[config.mk]
export PLATFORM = sky130hd
export DESIGN_NAME = mem_port_arbiter
export DESIGN_NICKNAME = d
export VERILOG_FILES = /design/src/rtl/mem_port_arbiter.sv
export SDC_FILE = /design/constraint.sdc
export NUM_CORES = 1
export LEC_CHECK = 0
export ABC_AREA = 1
export CAP_MARGIN = 20
export CORE_MARGIN = 2
export CORE_UTILIZATION = 35
export CTS_CLUSTER_SIZE = 8
export DETAILED_ROUTE_END_ITERATION = 6
export PLACE_DENSITY = 0.87
export SLEW_MARGIN = 40
export SYNTH_ARGS = -nofsm -noshare
export SYNTH_HDL_FRONTEND = slang
export SYNTH_SLANG_ARGS = --single-unit
[constraint.sdc]
create_clock -name clk -period 4.42 [get_ports clk]
set_clock_uncertainty 0.15 [all_clocks]
set_input_delay 0.663 -clock clk [delete_from_list [all_inputs] [get_ports clk]]
set_output_delay 0.663 -clock clk [all_outputs]
set_load 0.01 [all_outputs]
[src/rtl/mem_port_arbiter.sv]
// Two-requester arbiter for the shared memory port: core and I/O engine, zero-latency grant.
// Default build is core-priority with a MAX_BURST starvation guard; define ARB_ROUND_ROBIN_EN
// to alternate between requesters on contention instead.
module mem_port_arbiter #(
  parameter int ADDR_W    = 24,
  parameter int DATA_W    = 16,
  parameter int MAX_BURST = 4
) (
  input  logic              clk,
  input  logic              reset,
  input  logic              core_req,
  input  logic              core_we,
  input  logic [ADDR_W-1:0] core_addr,
  input  logic [DATA_W-1:0] core_wdata,
  output logic              core_gnt,
  output logic [DATA_W-1:0] core_rdata,
  output logic              core_rvalid,
  input  logic              io_req,
  input  logic              io_we,
  input  logic [ADDR_W-1:0] io_addr,
  input  logic [DATA_W-1:0] io_wdata,
  output logic              io_gnt,
  output logic [DATA_W-1:0] io_rdata,
  output logic              io_rvalid,
  output logic [ADDR_W-1:0] mem_addr,
  output logic [DATA_W-1:0] mem_wdata,
  output logic              mem_we,
  input  logic [DATA_W-1:0] mem_rdata
);

  typedef enum logic [1:0] {
    IDLE = 2'd0,
    CORE = 2'd1,
    IO   = 2'd2
  } state_e;

  localparam logic [3:0] MAX_BURST_C = 4'(MAX_BURST);

  state_e              state_q, state_d;
  logic [3:0]          burst_cnt_q, burst_cnt_d;
  // rd_pend is stored as "last access was a read"; its owner is state_q.
  logic                rd_pend_q, rd_pend_d;
  logic [DATA_W-1:0]   core_rdata_q, core_rdata_d;
  logic [DATA_W-1:0]   io_rdata_q, io_rdata_d;
  logic                io_wins;

  always_comb begin
    // NOTE: every output of this block gets a default first so no path leaves a
    // signal unassigned, which would otherwise infer a latch.
    core_gnt    = 1'b0;
    io_gnt      = 1'b0;
    mem_addr    = '0;
    mem_wdata   = '0;
    mem_we      = 1'b0;
    state_d     = IDLE;
    rd_pend_d   = 1'b0;
    burst_cnt_d = burst_cnt_q;

`ifdef ARB_ROUND_ROBIN_EN
    io_wins = (state_q != IO);
`else
    io_wins = (burst_cnt_q == MAX_BURST_C);
`endif

    // Grants are masked while reset is held so every output reads 0 during reset.
    if (!reset) begin
      if (core_req && (!io_req || !io_wins)) begin
        core_gnt = 1'b1;
      end else if (io_req) begin
        io_gnt = 1'b1;
      end
    end

    if (core_gnt) begin
      mem_addr  = core_addr;
      mem_wdata = core_wdata;
      mem_we    = core_we;
      state_d   = CORE;
      rd_pend_d = !core_we;
    end else if (io_gnt) begin
      mem_addr  = io_addr;
      mem_wdata = io_wdata;
      mem_we    = io_we;
      state_d   = IO;
      rd_pend_d = !io_we;
    end

    if (!io_req || io_gnt) begin
      burst_cnt_d = '0;
    end else if (core_gnt && (burst_cnt_q != MAX_BURST_C)) begin
      burst_cnt_d = burst_cnt_q + 4'd1;
    end
  end

  always_comb begin
    core_rvalid  = rd_pend_q && (state_q == CORE);
    io_rvalid    = rd_pend_q && (state_q == IO);
    core_rdata_d = core_rvalid ? mem_rdata : core_rdata_q;
    io_rdata_d   = io_rvalid ? mem_rdata : io_rdata_q;
    core_rdata   = core_rdata_d;
    io_rdata     = io_rdata_d;
  end

  // NOTE: state registers use non-blocking assignments so every flop samples
  // the pre-edge values regardless of statement order.
  always_ff @(posedge clk or posedge reset) begin
    if (reset) begin
      state_q      <= IDLE;
      burst_cnt_q  <= '0;
      rd_pend_q    <= 1'b0;
      core_rdata_q <= '0;
      io_rdata_q   <= '0;
    end else begin
      state_q      <= state_d;
      burst_cnt_q  <= burst_cnt_d;
      rd_pend_q    <= rd_pend_d;
      core_rdata_q <= core_rdata_d;
      io_rdata_q   <= io_rdata_d;
    end
  end

endmodule
---- Word-level counts from Yosys, hierarchy flattened ----
Index checks and enable logic that the tools add are counted.
W data, S select, Z words.
word-level totals
  output and inout bits ................... 77
  input port bits ......................... 102
  register bits ........................... 39
  word-level logic and storage cells ...... 40
cells by class
  equal/unequal tests ..................... 4
  mux-type cells .......................... 19
  add/sub/neg operators ................... 1
  reduce and logical (&&, ||, !) cells .... 11
operators by type and width
  cell                   number
  $mux W16               4
  $mux W24               2
  $mux W1                9
  $mux W4                2
  $add A4 B1 Y4 const B  1
  $eq A4 B3 Y1 const B   1
  $logic_and A1 B1 Y1    4
  $logic_not A1 Y1       4
  $mux W2                2
  $ne A4 B3 Y1 const B   1
  $eq A2 B1 Y1 const B   1
  $eq A2 B2 Y1 const B   1
  $logic_or A1 B1 Y1     2
  $reduce_bool A2 Y1     1

---- Longest topological paths before layout ----
  word-level depth ........................ 9
  depth in mapped cells ................... 9
  mapped depth without buffers ............ 8

---- Worst setup path after synthesis ----
No wires, ideal clock.
  kind .................................... input port to output port
  start point ............................. in io_req
  end point ............................... out mem_addr[0]
  buffers on the path ..................... 1
  data arrival time ....................... 1.349 ns
  stages .................................. 6
  setup slack ............................. 2.258 ns
  data required time ...................... 3.607 ns
  path through ............................ nand4_2 > nand2_4 > nor2_4 > buf_2 > nand2_1 > nand2_1
on the way
  elaborated cells on any way between the ends .. 10
  those cells by class .................... mux (7); reduce/logical (3)
RTL lines
  element              line  source
  from (decl)          18    input logic io_req,
  $logic_not A1 Y1     67    if (core_req && (!io_req || !io_wins)) begin
  $logic_or A1 B1 Y1   67
  $logic_and A1 B1 Y1  67
  $mux W1              67
  $mux W1              66    if (!reset) begin
  named net core_gnt   15    output logic core_gnt,
  $mux W24             74    if (core_gnt) begin
  to (decl)            25    output logic [ADDR_W-1:0] mem_addr,
The timed path passes the listed nets, and every way through them passes these cells.

---- Final worst setup path ----
  start point ............................. in io_req
  end point ............................... out mem_wdata[0]
on the way
  word-level cells in the longest chain between the ends .. 7
  elaborated cells on any way between the ends .. 10
  those cells by class .................... mux (7); reduce/logical (3)
RTL lines
  element              line  source
  $logic_not A1 Y1     67
  $logic_or A1 B1 Y1   67
  $logic_and A1 B1 Y1  67
  $mux W1              67
  $mux W1              66
  $mux W16             80    end else if (io_gnt) begin
  $mux W16 (*)         74
  to (decl)            26    output logic [DATA_W-1:0] mem_wdata,
Every way passes the cells marked *; elsewhere a longest branch is shown, timed or not.

==> flow_metrics.py <==
metrics = {
    "final_layout": {
        "fin_nets": 574,
        "n_fill_cell": 464,
        "final_cell_area_sq_um": 4070,
        "layoutNonFillerInstCount": 546,
        "layout-drive-gt1-share": 0.0510,
        "area_growth_pct": 91.2,
        "antennaDiodeCount": 0,
    },
    "synthesis": {
        "synth_top_cell_area_share": 0.458,
        "synthesis.nets": 399,
        "synth-edff-count": 0,
        "ys_ff_latch": 39,
        "yosys_warnings": 0,
        "yosysTopAreaCell": "dfrtp_1",
        "syn_area_sq_um": 2130,
        "synthTopCellsByCount": "nand2_1 (153), dfrtp_1 (39), o21ai_0 (34)",
        "synth.most_common_cell": "nand2_1",
        "syn_inst": 295,
        "synth.avg_cell_area_sq_um": 7.22,
        "async_flop_share": 1.00,
        "synthTopCellsByArea": "dfrtp_1 (46%), nand2_1 (27%), o21ai_0 (8.0%)",
        "synth_cell_types": 21,
        "ys_dominant_reg_cell": "dfrtp_1",
        "yosysSeqAreaShare": 0.458,
    },
    "global_route": {
        "grt_pass1_vias": 2368,
        "antenna_found_initial": 0,
        "grt_pass1_wl_um": 10600,
        "grt-ovfl-total": 0,
        "grt_start_max_net_pins": 43,
        "grt_usage": 0.207,
    },
    "drt": {
        "wl_um": 7040,
        "first_pass_iters": 4,
        "avgRoutedWirePerCell_um": 12.9,
        "drt_iter0_drc": 75,
        "viasPerCell": 4.52,
        "ant_nets": 0,
        "num_vias": 2468,
        "drcViolationCount": 0,
    },
    "clock_network": {
        "hold_buffers": 0,
        "post_cts_buffers": 0,
        "cts_tree": "done",
        "cts_resized": 0,
        "clock_latency_ns": 0.28,
        "root_buffer": "clkbuf_8",
        "path_clk_slew_ns": 0.07,
        "numCtsBuffers": 5,
        "htreeDepth": 2,
        "cts_buffer_depth": 2,
        "cts_sinks": 39,
    },
    "floorplan": {
        "start_util": 0.362,
        "core_sq_um": 5890,
        "fp.dieArea_sq_um": 6720,
        "die_h_um": 82,
        "io_pins": 179,
        "die_x_um": 82,
        "rows": 28,
    },
    "timing": {
        "hold_viol_final": 0,
        "max_freq_ghz": 0.272,
        "final_max_slew_viol_count": 0,
        "setup_violations": 0,
        "finalWorstSetupSlack_ns": 0.741,
        "slew_headroom": 0.469,
        "worst_pin_slew_ns": 0.796,
        "fin_tns_setup_ns": 0,
        "whs_ns": 0.346,
        "fin_crit_ns": 3.68,
        "rsz0062_at_grt": "no",
        "fin_crit_sh": 0.832,
    },
    "pwr": {
        "netSwitchingFraction": 0.268,
        "ir_drop_uv": 247,
        "p_int_mw": 0.958,
        "powerDensity_nw_per_um2": 321,
        "power.leakage_nw": 1.96,
        "p_sw_mw": 0.351,
        "power_frac_clock": 0.260,
        "p_comb_frac": 0.387,
        "power_frac_seq": 0.353,
    },
    "worst_hold_path": {
        "hold_path_depth": 2,
        "hp-class": "flop to flop",
    },
    "setup_path": {
        "setup.worst_path.start_class": "primary input",
        "path_max_fanout": 29,
        "r2r_cells": 8,
        "worstPathRequired_ns": 3.61,
        "timing_worst_setup_path_type": "primary input to output port",
        "critPathCaptureType": "output port",
        "cp_data_arrival_time_ns": 2.87,
    },
    "placed_design": {
        "dp_hpwl_um": 5730,
        "post_dp_cell_area_sq_um": 3940,
        "gp_congestion": 0.812,
        "dp.cells": 538,
        "post-place-ws_ns": 0.730,
        "io_buffers": 178,
    },
    "job": {
        "maxCapViolCount": 0,
    },
    "status": {
        "status": "finished, final reports clean",
    },
}
state kept, by name, summed over array words and instances (netlist names):
signal and count:
core_rdata_q 16, rd_pend_q 1, io_rdata_q 16, state_q 2
burst_cnt_q 4
layout by cell type, fill, tap and decap left out, drive strengths merged, types with 2 or more instances in the layout:
cell,n
nor2,2
clkdlybuf4s50,178
buf,4
nand3,6
dfrtp,39
bufinv,2
clkbuf,6
ha,2
o21ai,34
xor2,2
inv,29
nand4,4
nand2,160
per-layer routing:
layer	track usage	vias up	part of all wire
met4	0.0767	0	0.021
met3	0.0538	14	0.082
met1	0.218	1089	0.37
met2	0.389	117	0.52
li1	-	1248	-
met5	0	-	0
per-stage QoR:
step / util / total power [mW]
detailed placement: 0.669 / 0.978
finish: 0.692 / 1.31
global route: 0.692 / 1.38
global placement: 0.669 / 0.960
CTS: 0.692 / 1.32
floorplan: - / 0.645
layout make-up:
cell class	count	area (sq um)	share of cell area
clock inverter	2	60.1	0.0148
sequential	39	976	0.240
clock buffer	6	72.6	0.0178
inverter	29	111	0.0274
multi-input combinational	213	946	0.232
timing repair buffer	182	1810	0.445
tap	75	93.8	0.0230
power by group through the flow:
| stage | sequential [mW] | clock (mW) | combinational, mW |
|---|---|---|---|
| 2_1_floorplan | 0.461 | 0 | 0.183 |
| 3_3_place_gp | 0.463 | 0 | 0.497 |
| 3_5_place_dp | 0.469 | 0 | 0.509 |
| 4_1_cts | 0.462 | 0.347 | 0.512 |
| 5_1_grt | 0.469 | 0.364 | 0.552 |
| 6_report | 0.462 | 0.340 | 0.507 |
kinds of logic after synthesis:
logic type               synth area share
AO/OA/AOI/OAI                      0.0852
XOR/XNOR                          0.00823
adder cells (fa/ha/maj)            0.0117
buffers and inverters              0.0975
flip-flops                          0.458
AND/OR/NAND/NOR                     0.339
path summary, 6_finish.rpt:
path,startpoint,endpoint,slack (ns)
max in group asynchronous,reset,rd_pend_q$_DFF_PP0_,2.91
min,io_rdata_q[14]$_DFF_PP0_,io_rdata_q[14]$_DFF_PP0_,0.35
min reg2reg,io_rdata_q[14]$_DFF_PP0_,io_rdata_q[14]$_DFF_PP0_,0.35
max,io_req,mem_wdata[0],0.74
max reg2reg,burst_cnt_q[0]$_DFFE_PP0P_,burst_cnt_q[0]$_DFFE_PP0P_,2.35
min in group asynchronous,reset,burst_cnt_q[1]$_DFFE_PP0P_,0.87
critical path, stage by stage:
cell             delay, ns
clkdlybuf4s50_1       0.50
nand4_2               0.18
nand2_4               0.08
nor2_4                0.48
buf_4                 0.28
nand2_1               0.07
nand2_1               0.07
clkdlybuf4s50_1       0.53
Note: power is estimated with default switching activity, not from simulation.
